--- src/rtl/prt_vtb_pkg.sv ---
// Shared types and helpers for the video-toolbox event-rate meter.
// Latency: n/a (declarations only).
// Backpressure: n/a.
package prt_vtb_pkg;

  typedef enum logic [1:0] {
    IDLE = 2'd0,
    CLR  = 2'd1,
    RUN  = 2'd2,
    CAP  = 2'd3
  } state_t;

  // Gate counter must hold P_GATE-1; never let the width collapse to zero.
  function automatic int gate_w(input int gate);
    return (gate > 2) ? $clog2(gate) : 1;
  endfunction

endpackage

--- src/rtl/prt_vtb_rate_ch.sv ---
// One event-rate channel: saturating accumulator, overflow bit, stability compare.
// Latency: results register on the CAP strobe and are visible the following cycle.
// Backpressure: none; every strobe in RUN is counted. Edge mode via PRT_VTB_RATE_EDGE_EN.
module prt_vtb_rate_ch #(
  parameter int P_CNT_W = 32,
  parameter int P_TOL   = 2
) (
  input  logic               SYS_CLK_IN,
  input  logic               SYS_RST_IN,
  input  logic               clr,
  input  logic               run,
  input  logic               cap,
  input  logic               prev_vld,
  input  logic               evt,
  output logic [P_CNT_W-1:0] rate,
  output logic               stable,
  output logic               ovf
);

  localparam logic [P_CNT_W-1:0] CNT_MAX = '1;
  localparam logic [P_CNT_W:0]   TOL     = (P_CNT_W+1)'(P_TOL);

  logic [P_CNT_W-1:0] acc_q;
  logic               acc_ovf_q;
  // rate_q doubles as the previous-window count: both update only on CAP
  // and both hold through aborts, so a separate copy would be identical.
  logic [P_CNT_W-1:0] rate_q;
  logic               ovf_q;
  logic               stable_q;
  logic               hit;
  logic [P_CNT_W:0]   diff;

`ifdef PRT_VTB_RATE_EDGE_EN
  logic evt_d_q;

  // Previous input sample, tracked in every state so a level already high
  // before RUN does not look like a fresh edge.
  always_ff @(posedge SYS_CLK_IN or negedge SYS_RST_IN) begin
    if (!SYS_RST_IN) evt_d_q <= 1'b0;
    else             evt_d_q <= evt;
  end

  assign hit = evt & ~evt_d_q;
`else
  assign hit = evt;
`endif

  // Absolute difference between this window and the previous one.
  always_comb begin
    diff = '0;
    if (acc_q >= rate_q) diff = {1'b0, acc_q} - {1'b0, rate_q};
    else                 diff = {1'b0, rate_q} - {1'b0, acc_q};
  end

  // Saturating accumulator; an increment attempted at the ceiling flags overflow.
  always_ff @(posedge SYS_CLK_IN or negedge SYS_RST_IN) begin
    if (!SYS_RST_IN) begin
      acc_q     <= '0;
      acc_ovf_q <= 1'b0;
    end else if (clr) begin
      acc_q     <= '0;
      acc_ovf_q <= 1'b0;
    end else if (run && hit) begin
      if (acc_q == CNT_MAX) acc_ovf_q <= 1'b1;
      else                  acc_q     <= acc_q + 1'b1;
    end
  end

  // Window capture; stability needs a valid, non-overflowed previous window.
  always_ff @(posedge SYS_CLK_IN or negedge SYS_RST_IN) begin
    if (!SYS_RST_IN) begin
      rate_q   <= '0;
      ovf_q    <= 1'b0;
      stable_q <= 1'b0;
    end else if (cap) begin
      rate_q   <= acc_q;
      ovf_q    <= acc_ovf_q;
      stable_q <= prev_vld & ~acc_ovf_q & ~ovf_q & (diff <= TOL);
    end
  end

  assign rate   = rate_q;
  assign stable = stable_q;
  assign ovf    = ovf_q;

endmodule

--- src/rtl/prt_vtb_rate.sv ---
// Multi-channel event-rate meter over a fixed gate window of P_GATE clocks.
// Latency: results and VLD_OUT appear P_GATE+2 cycles after entering CLR; period P_GATE+2.
// Backpressure: none; EN_IN low aborts to IDLE. Edge counting via PRT_VTB_RATE_EDGE_EN.
module prt_vtb_rate
  import prt_vtb_pkg::*;
#(
  parameter int P_GATE  = 125000000,
  parameter int P_CH    = 4,
  parameter int P_CNT_W = 32,
  parameter int P_TOL   = 2
) (
  input  logic                    SYS_CLK_IN,
  input  logic                    SYS_RST_IN,
  input  logic                    EN_IN,
  input  logic [P_CH-1:0]         EVT_IN,
  output logic [P_CH*P_CNT_W-1:0] RATE_OUT,
  output logic                    VLD_OUT,
  output logic [P_CH-1:0]         STABLE_OUT,
  output logic [P_CH-1:0]         OVF_OUT
);

  localparam int GW = gate_w(P_GATE);

  state_t          state_q;
  state_t          state_d;
  logic [GW-1:0]   gate_q;
  logic            prev_vld_q;
  logic            vld_q;
  logic            clr;
  logic            run;
  logic            cap;

  assign clr = (state_q == CLR);
  assign run = (state_q == RUN);
  assign cap = (state_q == CAP);

  // State register.
  always_ff @(posedge SYS_CLK_IN or negedge SYS_RST_IN) begin
    if (!SYS_RST_IN) state_q <= IDLE;
    else             state_q <= state_d;
  end

  // Next state; enable loss in CLR/RUN abandons the window without a capture.
  always_comb begin
    state_d = state_q;
    case (state_q)
      IDLE:    if (EN_IN) state_d = CLR;
      CLR:     state_d = EN_IN ? RUN : IDLE;
      RUN: begin
        if (!EN_IN)            state_d = IDLE;
        else if (gate_q == '0) state_d = CAP;
      end
      CAP:     state_d = EN_IN ? CLR : IDLE;
      default: state_d = IDLE;
    endcase
  end

  // Gate counter: loaded in CLR, counts down to zero across the RUN cycles.
  always_ff @(posedge SYS_CLK_IN or negedge SYS_RST_IN) begin
    if (!SYS_RST_IN)                gate_q <= '0;
    else if (clr)                   gate_q <= GW'(P_GATE - 1);
    else if (run && gate_q != '0)   gate_q <= gate_q - 1'b1;
  end

  // Previous-window validity: set by a capture, lost on any return to IDLE.
  always_ff @(posedge SYS_CLK_IN or negedge SYS_RST_IN) begin
    if (!SYS_RST_IN)            prev_vld_q <= 1'b0;
    else if (state_d == IDLE)   prev_vld_q <= 1'b0;
    else if (cap)               prev_vld_q <= 1'b1;
  end

  // Result strobe lines up with the freshly captured channel registers.
  always_ff @(posedge SYS_CLK_IN or negedge SYS_RST_IN) begin
    if (!SYS_RST_IN) vld_q <= 1'b0;
    else             vld_q <= cap;
  end

  assign VLD_OUT = vld_q;

  for (genvar g = 0; g < P_CH; g++) begin : g_ch
    prt_vtb_rate_ch #(
      .P_CNT_W (P_CNT_W),
      .P_TOL   (P_TOL)
    ) u_ch (
      .SYS_CLK_IN (SYS_CLK_IN),
      .SYS_RST_IN (SYS_RST_IN),
      .clr        (clr),
      .run        (run),
      .cap        (cap),
      .prev_vld   (prev_vld_q),
      .evt        (EVT_IN[g]),
      .rate       (RATE_OUT[g*P_CNT_W +: P_CNT_W]),
      .stable     (STABLE_OUT[g]),
      .ovf        (OVF_OUT[g])
    );
  end

endmodule

--- config.mk ---
export PLATFORM = sky130hd
export DESIGN_NAME = prt_vtb_rate
export DESIGN_NICKNAME = d
export VERILOG_FILES = /design/src/rtl/prt_vtb_pkg.sv /design/src/rtl/prt_vtb_rate_ch.sv /design/src/rtl/prt_vtb_rate.sv
export SDC_FILE = /design/constraint.sdc
export NUM_CORES = 1
export LEC_CHECK = 0
export CORE_MARGIN = 2
export CORE_UTILIZATION = 67
export DETAILED_ROUTE_END_ITERATION = 10
export HOLD_SLACK_MARGIN = 0.03
export MAX_ROUTING_LAYER = met4
export PLACE_DENSITY = 0.88
export RECOVER_POWER = 25
export SYNTH_ARGS = -nofsm -noshare
export SYNTH_HDL_FRONTEND = slang
export SYNTH_SLANG_ARGS = --single-unit
export TNS_END_PERCENT = 50
--- constraint.sdc ---
create_clock -name SYS_CLK_IN -period 9.52 [get_ports SYS_CLK_IN]
set_clock_uncertainty 0.15 [all_clocks]
set_input_delay 1.428 -clock SYS_CLK_IN [delete_from_list [all_inputs] [get_ports SYS_CLK_IN]]
set_output_delay 1.428 -clock SYS_CLK_IN [all_outputs]
set_load 0.02 [all_outputs]
---- After elaboration in Yosys (flattened, before gate mapping) ----
Index checks and enable logic that the tools add are counted.
word-level totals
  output and inout bits ................... 137
  bits of input ports ..................... 7
  register bits ........................... 299
  word-level logic and storage cells ...... 141
cells by class
  mux-type cells .......................... 38
  order comparisons ....................... 8
  add/subtract/negate cells ............... 13
  bitwise operators ....................... 20
  eq/ne operators ......................... 11
  reduce and logical (&&, ||, !) cells .... 27
operators with widths
  kind                   count
  $mux 32                12
  $sub 32x32->33         8
  $le 33x2->1 const B    4
  $mux 33                4
  $add 32x1->32 const B  4
  $eq 32x32->1 const B   4
  $ge 32x32->1           4
  $mux 27                2
  $logic_not 27->1       1
  $reduce_bool 27->1     1
  $sub 27x1->27 const B  1
  $reduce_bool 2->1      10
  $reduce_and 2->1       8
  $mux 1                 15
  $and 1x1->1            12
  $mux 2                 4
  $ne 2x2->1 const B     4
  $not 1->1              8
  $pmux 2 s4             1
  $logic_and 1x1->1      5
  $eq 2x2->1 const B     2
  $logic_not 2->1        2
  $eq 2x1->1 const B     1

---- Longest topological paths before layout ----
Gate-level depths: netlist (run 1).
  depth in word-level cells ............... 6
  gate-level depth with buffers ........... 16
  mapped depth without buffers ............ 15

---- Hierarchy ----
A second synthesis (run 1) with hierarchy kept.
second synthesis, totals
  cells, all modules ...................... 3548
  area, all modules ....................... 28135.7 um2
modules (own cells, without submodules)
  module                              seq. area each (um2)  times used  cells an instance  area an instance (um2)
  prt_vtb_rate_ch (g_ch[1].u_ch ...)  1676.6                3           844                6590.1
  prt_vtb_rate_ch (g_ch[0].u_ch)      1676.6                1           863                6770.2
  prt_vtb_rate                        775.7                 1           153                1595.3

---- Worst setup path before layout (run 1) ----
No wires, ideal clock.
  path type ............................... register to register
  start point ............................. register g_ch[3].u_ch.rate_q[0]
  end point ............................... register g_ch[3].u_ch.stable_q
  slack ................................... 5.631 ns
  period minus slack after synthesis ...... 3.889 ns
  required time ........................... 9.278 ns
  cell stages (with the launch flop) ...... 15
  buffers on the path ..................... 0
  arrival ................................. 3.648 ns
  library setup time ...................... 0.092 ns
  cell sequence ........................... dfrtp_1 -> inv_1 -> ha_1 -> inv_1 -> fa_1 -> a21o_1 -> or4b_1 -> a32o_1 -> or4_4 -> nor4_4 -> nor4b_2 -> a211o_2 -> o211ai_1 -> or4_1 -> o31ai_2
between the ends
  longest elaborated chain between the ends .. 4
  elaborated cells on any way between the ends .. 6
  classes of those cells .................. add/sub: 2; order compare: 2; mux: 1; bitwise: 1
ends and longest elaborated chain
  what                                          RTL line               RTL
  start, declared                               prt_vtb_rate_ch.sv:27  logic [P_CNT_W-1:0] rate_q;
  start signal, assigned                        prt_vtb_rate_ch.sv:76  rate_q <= acc_q;
  $sub 32x32->33, or another cell as far along  prt_vtb_rate_ch.sv:52  else diff = {1'b0, rate_q} - {1'b0, acc_q};
  $mux 33 *                                     prt_vtb_rate_ch.sv:51  if (acc_q >= rate_q) diff = {1'b0, acc_q} - {1'b0, rate_q};
  $le 33x2->1 *                                 prt_vtb_rate_ch.sv:78  stable_q <= prev_vld & ~acc_ovf_q & ~ovf_q & (diff <= TOL);
  $and 1x1->1 *                                 prt_vtb_rate_ch.sv:78
  end signal, assigned                          prt_vtb_rate_ch.sv:78
  end, declared                                 prt_vtb_rate_ch.sv:29  logic stable_q;
Mark *: on every way between the ends. The rest lies on a longest branch, timed or not.
A chain may end at the register's enable or synchronous reset.

---- Final worst setup path (run 1) ----
  start point ............................. register state_q[0]
  end point ............................... register g_ch[3].u_ch.rate_q[6]
between the ends
  longest elaborated chain between the ends .. 1
ends and longest elaborated chain
  what                    RTL line            RTL
  start, declared         prt_vtb_rate.sv:24  state_t state_q;
  start signal, assigned  prt_vtb_rate.sv:40  else state_q <= state_d;
  $eq 2x2->1              prt_vtb_rate.sv:35  assign cap = (state_q == CAP);
No other way between the ends.

==> out/metrics.cfg, run 1 <==
[power_and_ir_drop]
p_leak_uw=0.01365
ir_drop_mv=0.2089
power.total_uw=7599
power_density_mw_per_mm2=249.7

[layout]
final_layout_size_suffix_gt1_share_pct=3.606
syn_to_final_growth_pct=9.519
multi_input_area_mm2=0.01828
ff_latch_area_mm2=0.007482
fillers=3129
fin_nets=3884
finalInstanceArea_mm2=0.03043

[sta]
maxSlewHeadroom_pct=-225.4
finalHoldViolations=0
setup_viol=0
timing.fmax_ghz=0.1966
rsz0062_at_grt=no
timing.hold.ws_ps=342.4
worst_pin_slew_ps=4880
timing.final.crit_period_ps=5086
post-route-period-util_pct=53.42
setup_tns_ps=0
maxSlewViolCount=265

[detailed_routing]
drt-total-wl_um=86610
first_pass_iters=6
avgRoutedWirePerCell_um=20.77
antenna_left=0
drc=0
drt_iter0_drc=3286
vias=27676
routed_via_density=6.637

[synth]
synth_common_cells=nand2_1, inv_1, a21oi_1
yosysWarnings=0
ys_types=101
synth_seq_cells=299
synthesis.area_mm2=0.02779
synth-edff-count=0
avgSynthCellArea_um2=7.725
synth-async-reset-ratio_pct=100.0
synth.largest_area_cell=dfrtp_1
yosysSeqAreaShare_pct=26.93
synth_nets=3874
synth.top_cells.by_area=dfrtp_1, ha_1, a21oi_1, o21ai_0, xnor2_1
ys.flop_type=dfrtp_1
synth_most_common_cell=nand2_1
synthCells=3597
yosysTopAreaCellShare_pct=26.93

[worst_setup_path]
startpoint_type=flop
endpoint_kind=flop
path_buf_inv=1
worst_path_largest_cell_delay_ps=3380
path_class=reg -> reg
cp_top_family=buffers and inverters
arrival_ps=5150
crit_slowest_cell=clkbuf_2
worstPathMaxFanout=264
critPathLaunch=state_q[0]
r2r-start=state_q[0]
critical_path_required_ps=9580
path_cells=nand2_1 -> clkbuf_2 -> o21ai_0

[clock_tree]
cts_tree=done
clock_sinks=299
path_clk_slew_ps=60
ctsResizeCount=0
hold_buffers=0
cts_setup_buffers=0
cts_buffers=37
clk_latency_ps=590
cts_root_buffer=clkbuf_16
clock_path_buffers=3
htreeDepth=2

[placement]
placed_area_mm2=0.02919
place_congestion=1.051
dp.final_hpwl_um=64040
portBuffers=143

[global_route]
antenna_found_initial=5
grt_pass1_vias=26518
grt_use_total_pct=39.81
grt_max_degree=265
grt_overflow=0
grt_pass1_wl_um=138300

[floorplan]
start_util_pct=67.90
die_w_um=207.7
coreArea_mm2=0.04092
rows=74
die_h_um=207.7
io_pins=144
die_area_mm2=0.04312

[worst_hold_path]
worstHoldPathType=reg -> reg
min_from=gate_q[0]

[job]
drv_cap=1

[status]
status=complete, but fails checks
violations=capacitance limit, slew limit

==> routing by layer <==
metal,up-vias,track usage [%],share of wire [%]
met5,-,-,0
met4,0,18.59,5.2
met3,295,5.250,7.7
met2,1417,62.79,46
met1,13227,51.05,41
li1,12737,-,-
==> registers in the layout, indices dropped and copies added, names as in the netlist <==
register	count
g_ch.u_ch.acc_q	128
g_ch.u_ch.rate	128
gate_q	27
g_ch.u_ch.acc_ovf_q	4
g_ch.u_ch.ovf	4
g_ch.u_ch.stable	4
state_q	2
VLD_OUT	1
prev_vld_q	1
==> power breakdown <==
part           internal, uW  switching, uW
combinational          1840           2840
sequential             1350            106
clock                   848            628
==> stage by stage <==
step	std cells	setup WS (ps)	utilization, %
after floorplan	3597	5631	-
after global placement	4100	5024	71.33
after detailed placement	4100	4766	71.33
after CTS	4165	5042	74.39
after global routing	4170	3928	74.36
final	4170	4434	74.36
==> layout make-up <==
cell class	instances	share of cell area, %
clock buffers	48	3.474
clock inverters	17	0.6332
flip-flops and latches	299	24.59
diodes	5	0.04112
multi-input cells	2793	60.08
inverters	322	3.972
repair buffers	154	5.024
well taps	532	2.187
==> placed cells by master, fill, tap and decap left out, types with 12 or more instances in the layout <==
master,n
a21oi_1,318
o221ai_1,12
o21a_1,31
or4_1,12
a221oi_1,18
clkdlybuf4s50_1,141
nor2b_1,20
nand2b_1,24
nand3_1,98
a211o_1,13
clkbuf_16,37
a21o_1,86
nand4_1,86
xnor2_1,180
o211ai_1,35
o21ai_1,12
a31oi_1,28
nor4_1,38
and4_1,25
and3_1,31
nor2_1,303
o22ai_1,12
nand2_1,363
and2_1,15
a2111oi_0,12
o21bai_1,35
o2111ai_1,15
o21ai_0,316
dfrtp_1,299
o31ai_1,16
ha_1,262
nor3_1,67
xor2_1,57
or3_1,34
inv_1,321
a211oi_1,27
mux2i_1,31
==> final timing paths <==
check / slack, ps / cells past startpoint / end
setup / recovery: 4430 / 3 / g_ch[3].u_ch.rate[6]
hold / removal: 340 / 1 / gate_q[0]
setup reg to reg: 4430 / 3 / g_ch[3].u_ch.rate[6]
hold reg to reg: 340 / 1 / gate_q[0]
max in group asynchronous: 6920 / 2 / g_ch[2].u_ch.acc_q[28]
min in group asynchronous: 720 / 1 / g_ch[0].u_ch.rate[22]
==> logic make-up after synthesis <==
kind of cell | Yosys count | synth area share [%]
AND/OR/NAND/NOR | 1169 | 20.25
buffers and inverters | 505 | 7.340
AO/OA/AOI/OAI | 1073 | 23.95
flip-flops | 299 | 26.93
XOR/XNOR | 237 | 7.470
multiplexers | 44 | 1.684
adder cells (fa/ha/maj) | 270 | 12.37
Note: power is estimated with default switching activity, not from simulation.
==> inputs of run 2 (changes only) <==
- CORE_UTILIZATION: 67 -> 56
- PLACE_DENSITY: 0.88 -> 0.78
- clock period: 9.52 -> 4.2 ns (I/O delays scaled with it)
==> run 2 against run 1 <==
Compared with the run above: the flow still finishes with violations (capacitance limit, slew limit); first-iteration DRC count down 27%; register-to-register slack lost 4300 ps; hold slack worse by 23 ps; non-clock buffer count grew 142; routed wire length decreased by 6.4%; die area up 19%; fmax increased by 25%; critical path type unchanged; critical endpoint is now g_ch[3].u_ch.stable.
==> out/metrics.cfg, run 2 (synthesis results as in run 1) <==
[detailed_routing]
drt-met1-wl_um=35840  ; +1.5%
antenna_left=0  ; unchanged
route.met3.wl_um=4909  ; -27%
avgRoutedWirePerCell_um=18.25  ; -12%
drt-total-wl_um=81040  ; -6.4%
drt_iter0_drc=2408  ; -27%
vias=26693  ; -3.6%
wl_met2_um=37140  ; -7.4%
routed_via_density=6.011  ; -9.4%
first_pass_iters=6  ; unchanged
maxUsedRoutingLayer=met4
drc=0  ; unchanged

[worst_setup_path]
reg2reg_slack_ps=140  ; -4290 ps
endpoint_kind=flop
worstPathMaxFanout=5  ; -98%
cp-endpoint=g_ch[3].u_ch.stable
r2r-start=g_ch[3].u_ch.rate[0]
critPathLaunch=g_ch[3].u_ch.rate[0]
arrival_ps=4390  ; -760 ps
path_class=reg -> reg
ff2ff_path_depth=14  ; +11
r2r-end=g_ch[3].u_ch.stable
critical_path_required_ps=4540  ; -5040 ps
startpoint_type=flop

[floorplan]
start_util_pct=56.76  ; -11 points
io_pins=144  ; unchanged
die_w_um=226.8  ; +9.2%
rows=81  ; +9.5%
coreArea_mm2=0.04895  ; +20%
die_h_um=226.8  ; +9.2%
die_area_mm2=0.05142  ; +19%

[global_route]
grt_max_degree=265  ; unchanged
grt_pass1_vias=24937  ; -6.0%
grt_overflow=0  ; unchanged
antenna_found_initial=4  ; -1
grt_pass1_wl_um=129900  ; -6.1%
grt_use_total_pct=32.05  ; -7.8 points

[power_and_ir_drop]
pwr-share-seq_pct=18.6  ; -0.5 points
ir_drop_mv=0.3930  ; +88%
power.total_uw=17520  ; +130%
p_leak_uw=0.01432  ; +4.9%
p_int_uw=9718  ; +140%
pwr-share-comb_pct=63.1  ; +1.6 points
swShare_pct=44.54  ; -2.4 points
p_clk_share_pct=18.3  ; -1.1 points
p_switching_uw=7806  ; +120%
power_density_mw_per_mm2=552.5  ; +120%

[clock_tree]
clk_latency_ps=570  ; -20 ps
clock_sinks=299  ; unchanged
cts_buffers=37  ; unchanged
clock_path_buffers=3  ; unchanged
cts_root_buffer=clkbuf_16
path_clk_slew_ps=60  ; about the same
htreeDepth=2  ; unchanged
cts_tree=done

[sta]
timing.fmax_ghz=0.2465  ; +25%
setup_viol=0  ; unchanged
maxSlewHeadroom_pct=-86.16  ; +140 points
timing.hold.ws_ps=319.3  ; -23.14 ps
finalHoldViolations=0  ; unchanged
timing.final.crit_period_ps=4056  ; -1030 ps
maxSlewViolCount=370  ; +40%
post-route-period-util_pct=96.57  ; +43 points
worst_pin_slew_ps=2792  ; -2088 ps

[placement]
portBuffers=143  ; unchanged
place_congestion=1.015  ; -3.4%
dp.final_hpwl_um=62130  ; -3.0%

[status]
status=complete, but fails checks
violations=capacitance limit, slew limit

[layout]
final_layout_size_suffix_gt1_share_pct=7.448  ; +3.8 points
fin_nets=4026  ; +3.7%
syn_to_final_growth_pct=14.14
layout_common_cells=nand2_1, inv_1, o21ai_0, a21oi_1, nor2_1
fillers=4348  ; +39%
final_common_cell=nand2_1
final_util_pct=64.79  ; -9.6 points

[worst_hold_path]
worstHoldPathType=reg -> reg

[job]
drv_cap=2  ; +1

==> run 2: how the worst min path moves through the flow <==
stage | start | endpoint | slack, ps | cells after the start
2_1_floorplan | SYS_RST_IN | VLD_OUT | 180 | 0
3_3_place_gp | gate_q[0] | gate_q[0] | 310 | 1
3_5_place_dp | gate_q[9] | gate_q[9] | 320 | 1
4_1_cts | gate_q[0] | gate_q[0] | 330 | 1
5_1_grt | gate_q[0] | gate_q[0] | 340 | 1
6_report | gate_q[0] | gate_q[0] | 320 | 1
==> run 2: metal layers <==
layer | vias to the layer above | track usage (%)
met5 | - | -
met4 | 0 | 12.95
met3 | 200 | 5.170
met2 | 846 | 49.76
met1 | 12635 | 41.73
li1 | 13012 | -
==> run 2: power groups by stage <==
| stage | Sequential, uW | Combinational [uW] | Clock (uW) |
|---|---|---|---|
| floorplan | 3410 | 7520 | 0 |
| global placement | 3300 | 10600 | 0 |
| detailed placement | 3310 | 10600 | 0 |
| CTS | 3260 | 10700 | 3280 |
| global route | 3290 | 12100 | 3380 |
| finish | 3260 | 11100 | 3200 |
==> run 2: final cells by class <==
| cell class | instances | area (um2) | share of cell area (%) |
|---|---|---|---|
| clock buffer | 52 | 1052 | 3.318 |
| antenna | 4 | 10.01 | 0.03156 |
| multi-input combinational | 2793 | 18390 | 57.97 |
| inverter | 322 | 1209 | 3.811 |
| sequential | 299 | 7482 | 23.59 |
| timing repair buffer | 296 | 2613 | 8.237 |
| tap | 664 | 830.8 | 2.619 |
| clock inverter | 11 | 133.9 | 0.4221 |
==> run 2: stage by stage <==
step	setup WS (ps)	setup TNS [ps]	area [um2]	cells
floorplan	310.5	0	27790	3597
global placement	89.80	0	30430	4372
detailed placement	-8.441	-8.441	30430	4372
CTS	0.6035	0	31630	4436
global route	-14.85	-19.93	31720	4441
finish	143.9	0	31720	4441
==> run 2: worst max-delay path: stages (launching register included) <==
cell and delay [ps]:
dfrtp_1 430, inv_1 80, ha_1 150, inv_1 50, fa_1 410, a21o_1 240
or4b_1 520, a32o_1 260, or4_4 490, nor4_4 170, nor4b_4 230, a211o_2 140
o211ai_1 70, or4_1 420, o31ai_2 180
==> run 2: timing repair <==
action	CTS	global route
hold buffers	1	0
gates resized for setup	1	26
setup buffers	0	1
pin swaps	0	2
endpoints found under the setup margin	1	4
endpoints found under the hold margin	59	0
